$ cat src/rtl/fetch_unit.sv
// Instruction fetch stage: owns the PC, issues credit-limited requests to instruction
// memory and buffers in-order responses in a small prefetch FIFO feeding decode.
module fetch_unit #(
    parameter int                ADDR_W   = 32,
    parameter int                INSTR_W  = 32,
    parameter logic [ADDR_W-1:0] RESET_PC = '0,
    parameter int                PC_INC   = 4,
    parameter int                DEPTH    = 2
) (
    input  logic               clk_i,
    input  logic               rst_i,
    input  logic               stall_fetch_i,
    input  logic               stall_pc_i,
    input  logic               branch_i,
    input  logic [ADDR_W-1:0]  branch_target_i,
    output logic               imem_req_o,
    output logic [ADDR_W-1:0]  imem_addr_o,
    input  logic               imem_gnt_i,
    input  logic               imem_rvalid_i,
    input  logic [INSTR_W-1:0] imem_rdata_i,
    output logic               instr_valid_o,
    output logic [INSTR_W-1:0] instr_o,
    output logic [ADDR_W-1:0]  instr_pc_o
);

    localparam int PTR_W = (DEPTH > 1) ? $clog2(DEPTH) : 1;
    localparam int CNT_W = $clog2(DEPTH + 1);

    logic [ADDR_W-1:0]  pc_q, pc_d;
    logic               pending_q, pending_d;
    logic [ADDR_W-1:0]  pend_addr_q, pend_addr_d;
    logic               stale_q, stale_d;
    logic [CNT_W-1:0]   out_cnt_q, out_cnt_d;
    logic [CNT_W-1:0]   disc_cnt_q, disc_cnt_d;
    logic [CNT_W-1:0]   f_cnt_q, f_cnt_d;
    logic [PTR_W-1:0]   f_rd_q, f_wr_q;
    logic [PTR_W-1:0]   t_rd_q, t_wr_q;
    logic [INSTR_W-1:0] fifo_data_q [DEPTH];
    logic [ADDR_W-1:0]  fifo_pc_q   [DEPTH];
    logic [ADDR_W-1:0]  tag_q       [DEPTH];

    logic              fifo_valid;
    logic              pop;
    logic              push;
    logic              resp_ok;
    logic              drop;
    logic              credit;
    logic              req;
    logic              fire;
    logic [CNT_W:0]    used_cnt;
    logic [ADDR_W-1:0] req_addr;

    function automatic logic [PTR_W-1:0] ptr_inc(input logic [PTR_W-1:0] p);
        return (p == PTR_W'(DEPTH - 1)) ? '0 : p + PTR_W'(1);
    endfunction

    // Handshake: a request transfers on a cycle where imem_req_o && imem_gnt_i; once raised,
    // req/addr stay fixed until granted. Each transfer returns exactly one imem_rvalid_i
    // beat, in order, at least one cycle later. Decode consumes when instr_valid_o && !stall.
    always_comb begin
        fifo_valid = (f_cnt_q != '0);
        pop        = fifo_valid && !stall_fetch_i && !branch_i;
        resp_ok    = imem_rvalid_i && (out_cnt_q != '0);
        push       = resp_ok && (disc_cnt_q == '0) && !branch_i;
        drop       = resp_ok && (disc_cnt_q != '0);
        used_cnt   = {1'b0, f_cnt_q} + {1'b0, out_cnt_q} - (CNT_W + 1)'(pop);
        credit     = used_cnt < (CNT_W + 1)'(DEPTH);
        req        = !rst_i && (pending_q || (credit && !stall_pc_i && !branch_i));
        req_addr   = pending_q ? pend_addr_q : pc_q;
        fire       = req && imem_gnt_i;
    end

    always_comb begin
        pc_d        = pc_q;
        pending_d   = pending_q;
        pend_addr_d = pend_addr_q;
        stale_d     = stale_q;
        out_cnt_d   = out_cnt_q + CNT_W'(fire) - CNT_W'(resp_ok);
        disc_cnt_d  = disc_cnt_q - CNT_W'(drop);
        f_cnt_d     = f_cnt_q + CNT_W'(push) - CNT_W'(pop);

        if (fire) begin
            pending_d = 1'b0;
            stale_d   = 1'b0;
            // A request raised before a redirect still completes, but its word is wrong-path.
            if (stale_q) begin
                disc_cnt_d = disc_cnt_q + CNT_W'(1) - CNT_W'(drop);
            end else begin
                pc_d = pc_q + ADDR_W'(PC_INC);
            end
        end else if (req) begin
            pending_d   = 1'b1;
            pend_addr_d = req_addr;
            if (branch_i) begin
                stale_d = 1'b1;
            end
        end

        if (branch_i) begin
            pc_d       = branch_target_i;
            disc_cnt_d = out_cnt_d;
            f_cnt_d    = '0;
        end
    end

    always_ff @(posedge clk_i) begin
        if (rst_i) begin
            pc_q        <= RESET_PC;
            pending_q   <= 1'b0;
            pend_addr_q <= '0;
            stale_q     <= 1'b0;
            out_cnt_q   <= '0;
            disc_cnt_q  <= '0;
            f_cnt_q     <= '0;
            f_rd_q      <= '0;
            f_wr_q      <= '0;
            t_rd_q      <= '0;
            t_wr_q      <= '0;
            for (int i = 0; i < DEPTH; i++) begin
                fifo_data_q[i] <= '0;
                fifo_pc_q[i]   <= '0;
                tag_q[i]       <= '0;
            end
        end else begin
            pc_q        <= pc_d;
            pending_q   <= pending_d;
            pend_addr_q <= pend_addr_d;
            stale_q     <= stale_d;
            out_cnt_q   <= out_cnt_d;
            disc_cnt_q  <= disc_cnt_d;
            f_cnt_q     <= f_cnt_d;

            // Tag queue mirrors the outstanding requests and is never flushed.
            if (fire) begin
                tag_q[t_wr_q] <= req_addr;
                t_wr_q        <= ptr_inc(t_wr_q);
            end
            if (resp_ok) begin
                t_rd_q <= ptr_inc(t_rd_q);
            end

            if (push) begin
                fifo_data_q[f_wr_q] <= imem_rdata_i;
                fifo_pc_q[f_wr_q]   <= tag_q[t_rd_q];
            end
            if (branch_i) begin
                f_rd_q <= '0;
                f_wr_q <= '0;
            end else begin
                if (push) begin
                    f_wr_q <= ptr_inc(f_wr_q);
                end
                if (pop) begin
                    f_rd_q <= ptr_inc(f_rd_q);
                end
            end

            a_no_spurious_rvalid: assert (!imem_rvalid_i || (out_cnt_q != '0));
            a_credit_bound: assert (({1'b0, f_cnt_q} + {1'b0, out_cnt_q}) <= (CNT_W + 1)'(DEPTH));
        end
    end

    assign imem_req_o    = req;
    assign imem_addr_o   = req_addr;
    assign instr_valid_o = fifo_valid;
    assign instr_o       = fifo_valid ? fifo_data_q[f_rd_q] : '0;
    assign instr_pc_o    = fifo_valid ? fifo_pc_q[f_rd_q] : '0;

endmodule

$ cat config.mk
export PLATFORM = sky130hd
export DESIGN_NAME = fetch_unit
export DESIGN_NICKNAME = d
export VERILOG_FILES = /design/src/rtl/fetch_unit.sv
export SDC_FILE = /design/constraint.sdc
export NUM_CORES = 1
export LEC_CHECK = 0
export ABC_AREA = 1
export BUFFER_PORTS_ARGS = -buffer_cell sky130_fd_sc_hd__buf_4
export CAP_MARGIN = 20
export CORE_MARGIN = 2
export CORE_UTILIZATION = 40
export DETAILED_ROUTE_END_ITERATION = 7
export GPL_TIMING_DRIVEN = 0
export HOLD_SLACK_MARGIN = 0.02
export SYNTH_ARGS = -nofsm -noshare
export SYNTH_HDL_FRONTEND = slang
export SYNTH_SLANG_ARGS = --single-unit
export TNS_END_PERCENT = 20
$ cat constraint.sdc
create_clock -name clk_i -period 3.5 [get_ports clk_i]
set_input_delay 0.35 -clock clk_i [delete_from_list [all_inputs] [get_ports clk_i]]
set_output_delay 0.35 -clock clk_i [all_outputs]
set_load 0.01 [all_outputs]
==> flow_summary_export.csv, run 1 <==
group,metric,value,unit
synth,synth-edff-count,192,
synth,synth_top_flop_cell,"edfxtp_1",
floorplan,num_io_pins,169,
detailed_routing,drc_errors,0,
final_layout,syn_to_final_growth,22.31,%
timing,fin_crit_sh,93.43,%
placement,port_buffers,167,
setup_path,worst_r2r_path_depth,15,
synth,synth.avg_cell_area,8.801,sq um
floorplan,coreArea,31390,sq um
global_routing,grt_pass1_wl,51.74,mm
placement,post_dp_cell_area,14520,sq um
detailed_routing,dr.pass1.iters,6,
cts,clk_pin_slew,0.06,ns
synth,ys_async_sr_fraction,0,%
setup_path,arrival,3.53,ns
timing,relSlewSlack,35.23,%
placement,placedCellCount,2013,
final_layout,antennaDiodeCount,0,
setup_path,crit_path_end_kind,"flip-flop",
final_layout,fin_cells,2071,
timing,worstMarginPinSlew,0.9715,ns
floorplan,die_w,182.1,microns
timing,setup_viol,0,
synth,synthTopCellsByCount,"nand2_1 (328), nor2_1 (286), edfxtp_1 (192)",
global_routing,grt_max_degree,65,
final_layout,fillerInstances,2968,
synth,yosys-top-cells-area,"edfxtp_1 (45%), dfxtp_1 (12%), nand2_1 (9.7%), nor2_1 (8.5%), inv_1 (4.5%)",
timing,setup_ws,0.2298,ns
detailed_routing,postRouteWirelength,33.42,mm
setup_path,timing.rr.end,"tag_q[1][26]",
detailed_routing,num_vias,10059,
synth,synth_cell_types,31,
synth,yosysSeqAreaShare,57.73,%
synth,synth_area_leader_cell,"edfxtp_1",
power,powerDensity,523.4,nW/um^2
floorplan,die-area,33170,sq um
power,leakage,6.292,nW
floorplan,die_h,182.1,microns
synth,yosysMostFrequentCell,"nand2_1",
detailed_routing,wl_met2,15.62,mm
timing,skew,0.01313,ns
detailed_routing,wl_met3,1.991,mm
cts,clock_latency,0.55,ns
setup_path,crit_type,"flip-flop to flip-flop",
floorplan,initial_core_util,40.43,%
setup_path,rr_startpoint,"f_cnt_q[1]",
setup_path,start_kind,"flip-flop",
floorplan,rows,65,
cts,clock-sinks,270,
synth,yosys_warnings,0,
setup_path,cp_max_fo,17,
timing,hold_ws,0.04898,ns
detailed_routing,wl_met1,15.15,mm
cts,tritoncts,"yes",
synth,synthCells,1442,
global_routing,grt_usage,19.86,%
timing,fmax,305.8,MHz
detailed_routing,top_layer,"met4",
final_layout,final_layout_size_suffix_gt1_share,17.20,%
timing,drv_slew,0,
setup_path,reg2reg_slack,0.23,ns
min_path,hold_class,"input pin to flip-flop",
setup_path,critPathCapture,"tag_q[1][26]",
detailed_routing,via_per_inst,4.857,
placement,hpwl,24.18,mm
timing,min_period,3.270,ns
cts,htreeDepth,1,
placement,globalplace.congestion,0.9069,
final_layout,layout.nets,1725,
synth,synth_seq_cells,270,
timing,rsz0062_at_grt,"true",
job,maxCapViolCount,0,
outcome,status,"completed",
cts,cts_buffers,29,
detailed_routing,drt_iter0_drc,803,
power,ir_drop,0.0003691,V
placement,dp_slack,-0.5439,ns
synth,syn_nets,1521,
final_layout,design_area,15520,sq um
cts,cts_buffer_depth,3,
timing,hold_viol_final,0,
global_routing,grt_overflow,0,
cts,cts_root_buf,"clkbuf_16",
synth,netlist_area,12690,sq um
detailed_routing,wl_per_cell,16.14,microns
global_routing,antenna_found_initial,0,
global_routing,grt_pass1_vias,9640,
setup_path,crit_required,3.76,ns
synth,yosysTopAreaCellShare,45.43,%
setup_path,worstSetupStartpoint,"f_cnt_q[1]",
detailed_routing,drtAntennaViolNets,0,
## worst min path at each step
stage                        from  slack (ns)  cells past startpoint   endpoint
2_1_floorplan              t_rd_q        0.43                      1  flip-flop
3_3_place_gp               t_rd_q        0.44                      1     t_rd_q
3_5_place_dp               t_rd_q        0.45                      1     t_rd_q
4_1_cts        branch_target_i[0]        0.02                      3    pc_q[0]
5_1_grt        branch_target_i[0]        0.04                      3    pc_q[0]
6_report       branch_target_i[0]        0.05                      3    pc_q[0]
## critical path, cell delays in order (launching register included)
cell	delay [ns]
dfxtp_2	0.37
nor2_4	0.08
nor3_4	0.18
nand2_1	0.07
inv_1	0.09
o21ai_0	0.10
fa_1	0.50
inv_1	0.04
nor3_1	0.13
nand2_1	0.12
nand2_1	0.11
nand2_2	0.11
nor2_4	0.23
nand2_1	0.21
nand2_2	0.43
buf_16	0.22
## metrics by stage
step	power, W	util (%)	setup TNS [ns]
after global routing	0.008491	49.45	-0.08773
after detailed placement	0.005170	46.25	-23.67
after floorplan	0.004641	-	0
after CTS	0.008162	49.29	0
after global placement	0.005139	46.02	-145.99
final	0.008124	49.45	0
## layer usage
layer  track usage [%]  vias to the layer above
met5                 0                        -
met4             5.032                        0
met3             2.694                       39
met2             32.90                      299
met1             27.65                     4644
li1                  -                     5077
## cell families after synthesis
group	after synthesis	synth area share, %
compound gates	190	8.173
xor+xnor	16	1.104
fa+ha+maj	8	0.8479
buf+inv	233	7.927
flops	270	57.73
mux	32	2.524
simple gates	693	21.69
## area by class of cell
cell class	instances	area (sq um)	area share (%)
sequential	270	7330	47.22
clock buffer	41	780.7	5.030
tap	402	503.0	3.240
clock inverter	13	148.9	0.9592
multi-input combinational	939	4413	28.43
inverter	154	578.1	3.724
buffer	79	427.9	2.757
timing repair buffer	173	1341	8.641
## state kept, by name, summed over array words and instances, names as in the netlist, 2 cells and up, named ones only
signal	cells
disc_cnt_q	2
f_cnt_q	2
fifo_data_q	64
fifo_pc_q	64
out_cnt_q	2
pc_q	32
pend_addr_q	32
tag_q	64
## cells in the final DEF (no fill, tap or decap), drive strengths merged
master / instances
a21oi: 87
a31oi: 1
buf: 215
bufinv: 3
clkbuf: 77
clkinv: 7
clkinvlp: 2
dfxtp: 78
dlygate4sd3: 1
edfxtp: 192
fa: 1
ha: 7
inv: 155
mux2i: 32
nand2: 333
nand3: 48
nand4: 1
nor2: 292
nor3: 5
o211ai: 1
o21ai: 68
o31ai: 33
or2: 14
xnor2: 6
xor2: 10
## timing repair
item                       in CTS  in global routing
hold buffers                    1                  0
pin swaps                       0                  3
gates resized for setup         5                  8
hold endpoints to repair        1                  0
setup buffers                   0                  3
setup endpoints to repair      67                 68
## power breakdown
part / total (W) / switching, W / internal (W)
registers: 0.00378 / 0.000124 / 0.00366
logic: 0.00134 / 0.000841 / 0.000497
clock network: 0.00301 / 0.00123 / 0.00177
Note: power is estimated with default switching activity, not from simulation.
==> run 2, diff against run 1 <==
--- a/config.mk
+++ b/config.mk
@@ -13,6 +13,7 @@
 export DETAILED_ROUTE_END_ITERATION = 7
 export GPL_TIMING_DRIVEN = 0
 export HOLD_SLACK_MARGIN = 0.02
+export REMOVE_ABC_BUFFERS = 1
 export SYNTH_ARGS = -nofsm -noshare
 export SYNTH_HDL_FRONTEND = slang
 export SYNTH_SLANG_ARGS = --single-unit
==> flow_summary_export.csv, run 2 (synthesis results as in run 1) <==
group,metric,value,unit
outcome,status,"completed",
global_routing,antenna_found_initial,1,
placement,hpwl,20.46,mm
placement,port_buffers,168,
timing,setup_viol,0,
final_layout,layout.nets,1659,
cts,cts_root_buf,"clkbuf_16",
min_path,hold_class,"input pin to flip-flop",
global_routing,globalRouteMet2Util,34.35,%
power,total_power,0.008147,W
timing,worstMarginPinSlew,0.8811,ns
cts,cts_buffer_depth,3,
final_layout,final-seq-area,7333,sq um
detailed_routing,via_per_inst,4.915,
power,ir_drop,0.0003510,V
power,leakage,6.260,nW
floorplan,rows,65,
floorplan,die-area,33170,sq um
placement,dp_slack,-1.070,ns
placement,globalplace.congestion,0.8122,
setup_path,reg2reg_slack,0.23,ns
global_routing,grt_pass1_wl,50.23,mm
timing,fmax,305.5,MHz
floorplan,die_w,182.1,microns
setup_path,crit_type,"flip-flop to flip-flop",
final_layout,final_cell_mix,"nand2_1 (320), nor2_1 (284), edfxtp_1 (192)",
setup_path,cp_max_fo,33,
timing,setup_ws,0.2263,ns
cts,cts_buffers,29,
timing,relSlewSlack,41.26,%
global_routing,grt_overflow,0,
detailed_routing,dr.pass1.iters,7,
cts,clock_latency,0.54,ns
final_layout,fillerInstances,2993,
setup_path,arrival,3.47,ns
timing,min_period,3.274,ns
global_routing,grtUsageMet3,2.774,%
floorplan,num_io_pins,169,
detailed_routing,drtAntennaViolNets,0,
detailed_routing,wl_per_cell,15.86,microns
power,powerDensity,526.4,nW/um^2
floorplan,coreArea,31390,sq um
setup_path,crit_required,3.70,ns
floorplan,initial_core_util,40.43,%
setup_path,start_kind,"flip-flop",
floorplan,die_h,182.1,microns
cts,tritoncts,"yes",
timing,hold_viol_final,0,
global_routing,met1_usage,24.08,%
detailed_routing,num_vias,9859,
cts,clock-sinks,270,
final_layout,multi_input_area,4464,sq um
detailed_routing,postRouteWirelength,31.81,mm
global_routing,busiest_layer,"met2",
final_layout,design_area,15480,sq um
timing,setup_tns,0,ns
cts,htreeDepth,1,
timing,skew,0.02685,ns
final_layout,reg_top3,"fifo_data_q x64, fifo_pc_q x64, tag_q x64",
global_routing,grt_max_degree,66,
job,maxCapViolCount,0,
detailed_routing,drt_iter0_drc,713,
placement,post_dp_cell_area,14400,sq um
final_layout,syn_to_final_growth,21.95,%
global_routing,grt_pass1_vias,9451,
final_layout,final_layout_size_suffix_gt1_share,17.09,%
cts,clk_pin_slew,0.06,ns
setup_path,crit_path_end_kind,"flip-flop",
timing,fin_crit_sh,93.53,%
timing,drv_slew,0,
global_routing,grt_usage,19.07,%
detailed_routing,drc_errors,0,
final_layout,final_common_cell,"nand2_1",
[run 2: area by class of cell]
| type | count | share of cell area (%) |
|---|---|---|
| antenna | 1 | 0.01617 |
| sequential | 270 | 47.38 |
| clock buffer | 43 | 5.465 |
| multi-input combinational | 939 | 28.85 |
| timing repair buffer | 186 | 10.56 |
| inverter | 154 | 3.751 |
| tap | 402 | 3.250 |
| clock inverter | 11 | 0.7276 |
[run 2: layer usage]
layer / vias up / wire length, microns
li1: 4933 / -
met1: 4581 / 13420
met2: 309 / 15730
met3: 36 / 2110
met4: 0 / 560
met5: - / 0
[run 2: worst paths after layout]
| path | from | endpoint | cells after the start |
|---|---|---|---|
| hold reg to reg | t_rd_q | flip-flop | 1 |
| setup reg to reg | f_cnt_q[1] | tag_q[1][13] | 15 |
| setup / recovery | f_cnt_q[1] | tag_q[1][13] | 15 |
| hold / removal | branch_target_i[1] | pc_q[1] | 3 |
[run 2: critical path, cell delays in order, from the launching register on]
cell and delay, ns:
dfxtp_1 0.41, nor2_4 0.09, nor3_4 0.23, nand2_1 0.08, inv_1 0.09, o21ai_0 0.10, fa_1 0.50, inv_1 0.04
nor3_1 0.13, nand2_1 0.09, nand2_1 0.10, nand2_2 0.12, nor2_4 0.14, buf_4 0.13, nand2_2 0.28, nand2_8 0.38
[run 2: report_power, final]
| group | leakage [nW] | internal, W | switching (W) | total [W] |
|---|---|---|---|---|
| Sequential | 2.62 | 0.00365 | 0.000161 | 0.00382 |
| Clock | 0.475 | 0.00182 | 0.00124 | 0.00306 |
| Combinational | 3.16 | 0.000506 | 0.000769 | 0.00128 |
[run 2: per-stage QoR]
| step | util (%) | instances | hold slack, ns |
|---|---|---|---|
| CTS | 49.08 | 2000 | 0.02049 |
| global route | 49.30 | 2006 | 0.02012 |
| detailed placement | 45.88 | 1946 | 0.4479 |
| global placement | 44.68 | 1933 | 0.4365 |
| floorplan | - | 1363 | 0.4191 |
| finish | 49.30 | 2006 | 0.03855 |
[run 2: repair_timing]
item | in CTS | in global routing
endpoints found under the setup margin | 133 | 111
hold buffers | 0 | 0
hold endpoints to repair | 0 | 0
gates resized for setup | 9 | 3
gates cloned | 0 | 0
pin swaps | 0 | 3
buffers inserted | 0 | 4
==> run 3, diff against run 2 <==
--- a/config.mk
+++ b/config.mk
@@ -13,6 +13,7 @@
 export DETAILED_ROUTE_END_ITERATION = 7
 export GPL_TIMING_DRIVEN = 0
 export HOLD_SLACK_MARGIN = 0.02
+export RECOVER_POWER = 25
 export REMOVE_ABC_BUFFERS = 1
 export SYNTH_ARGS = -nofsm -noshare
 export SYNTH_HDL_FRONTEND = slang
==> flow_summary_export.csv, run 3 (synthesis results as in run 1) <==
group,metric,value,unit
cts,cts_root_buf,"clkbuf_16",
detailed_routing,num_vias,9859,
global_routing,busiest_layer,"met2",
setup_path,cp_max_fo,33,
final_layout,layout.nets,1659,
global_routing,grt_max_degree,66,
global_routing,grt_pass1_vias,9451,
global_routing,grtUsageMet3,2.774,%
detailed_routing,dr.pass1.iters,5,
cts,clock_latency,0.54,ns
final_layout,reg_top3,"fifo_data_q x64, fifo_pc_q x64, tag_q x64",
timing,relSlewSlack,41.42,%
global_routing,grt_pass1_wl,50.23,mm
cts,htreeDepth,1,
cts,tritoncts,"yes",
detailed_routing,via_per_inst,4.915,
power,total_power,0.008141,W
cts,clock-sinks,270,
floorplan,rows,65,
placement,hpwl,20.46,mm
timing,min_period,3.277,ns
global_routing,grt_usage,19.07,%
floorplan,die-area,33170,sq um
final_layout,final_layout_size_suffix_gt1_share,17.09,%
detailed_routing,postRouteWirelength,31.81,mm
global_routing,grt_overflow,0,
setup_path,crit_required,3.70,ns
placement,port_buffers,168,
global_routing,antenna_found_initial,1,
global_routing,globalRouteMet2Util,34.35,%
min_path,whs_endpoint,"pc_q[1]",
floorplan,num_io_pins,169,
floorplan,coreArea,31390,sq um
min_path,hold_path_depth,3,
detailed_routing,drc_errors,0,
setup_path,worst_r2r_path_depth,15,
min_path,hold_class,"input pin to flip-flop",
detailed_routing,wl_per_cell,15.86,microns
floorplan,die_w,182.1,microns
min_path,worstHoldStart,"branch_target_i[1]",
outcome,status,"completed",
setup_path,start_kind,"flip-flop",
timing,fin_crit_sh,93.62,%
timing,setup_viol,0,
detailed_routing,drt_iter0_drc,713,
setup_path,rr_startpoint,"f_cnt_q[1]",
timing,hold_viol_final,0,
final_layout,fillerInstances,2993,
final_layout,final_common_cell,"nand2_1",
power,ir_drop,0.0003504,V
placement,globalplace.congestion,0.8122,
floorplan,initial_core_util,40.43,%
final_layout,final_util,49.30,%
timing,drv_slew,0,
timing,skew,0.02658,ns
cts,cts_buffers,29,
power,leakage,6.260,nW
power,powerDensity,526.0,nW/um^2
global_routing,met1_usage,24.08,%
final_layout,final_cell_mix,"nand2_1 (320), nor2_1 (284), edfxtp_1 (192)",
floorplan,die_h,182.1,microns
timing,worstMarginPinSlew,0.8787,ns
setup_path,arrival,3.47,ns
detailed_routing,drtAntennaViolNets,0,
setup_path,crit_type,"flip-flop to flip-flop",
cts,clk_pin_slew,0.06,ns
timing,fmax,305.2,MHz
setup_path,crit_path_end_kind,"flip-flop",
setup_path,reg2reg_slack,0.22,ns
job,maxCapViolCount,0,
cts,hold_buffers,0,
cts,cts_buffer_depth,3,
final_layout,syn_to_final_growth,21.95,%
setup_path,timing.rr.end,"tag_q[1][13]",
[run 3: cell counts in the layout (fill, tap and decap cells not counted)]
No cell type changed its count.
[run 3: how the worst max path moves through the flow]
stage,slack [ns],cells past startpoint,endpoint,startpoint
after floorplan,-2.69,11,pending_q,f_cnt_q[0]
after global placement,-6.33,11,pending_q,f_cnt_q[0]
after detailed placement,-1.07,15,tag_q[0][29],branch_i
after CTS,-0.03,20,disc_cnt_q[1],f_cnt_q[1]
after global routing,-0.03,15,tag_q[1][13],f_cnt_q[1]
final,0.22,15,tag_q[1][13],f_cnt_q[1]
[run 3: worst max-delay path: stages (launching register included)]
cell and delay (ns):
dfxtp_1 0.41, nor2_4 0.09, nor3_4 0.23, nand2_1 0.08
inv_1 0.09, o21ai_0 0.10, fa_1 0.50, inv_1 0.04
nor3_1 0.13, nand2_1 0.09, nand2_1 0.10, nand2_2 0.12
nor2_4 0.14, buf_4 0.13, nand2_2 0.28, nand2_8 0.37
[run 3: layout make-up]
cell class	count	area, sq um	share of cell area [%]
Sequential cell	270	7333	47.38
Multi-Input combinational cell	939	4464	28.85
Timing Repair Buffer	186	1634	10.56
Clock buffer	43	845.8	5.465
Inverter	154	580.6	3.751
Tap cell	402	503.0	3.250
Clock inverter	11	112.6	0.7276
Antenna cell	1	2.502	0.01617
[run 3: stage by stage]
step	TNS (ns)	worst slack, ns	area [sq um]	instances	hold WS, ns
global placement	-1898.14	-6.331	14030	1933	0.4365
finish	0	0.2232	15480	2006	0.03888
global route	-0.4496	-0.02942	15480	2006	0.02012
CTS	-0.02742	-0.02742	15410	2000	0.02049
floorplan	-481.66	-2.687	12260	1363	0.4191
detailed placement	-87.14	-1.070	14400	1946	0.4479
[run 3: per-layer routing]
metal  share of wire (%)  wire [microns]
met1                  42           13460
met2                  49           15740
met3                 6.5            2053
met4                 1.8             560
met5                   0               0
[run 3: report_power, final]
group	total, W	switching (W)	internal, W
Sequential	0.00382	0.000161	0.00365
Clock	0.00305	0.00123	0.00182
Combinational	0.00128	0.000770	0.000505
[run 3: timing repair]
item                       in CTS  in global routing
resized for setup               9                  3
setup endpoints to repair     133                111
cloned                          0                  0
buffers inserted                0                  4
pin swaps                       0                  3
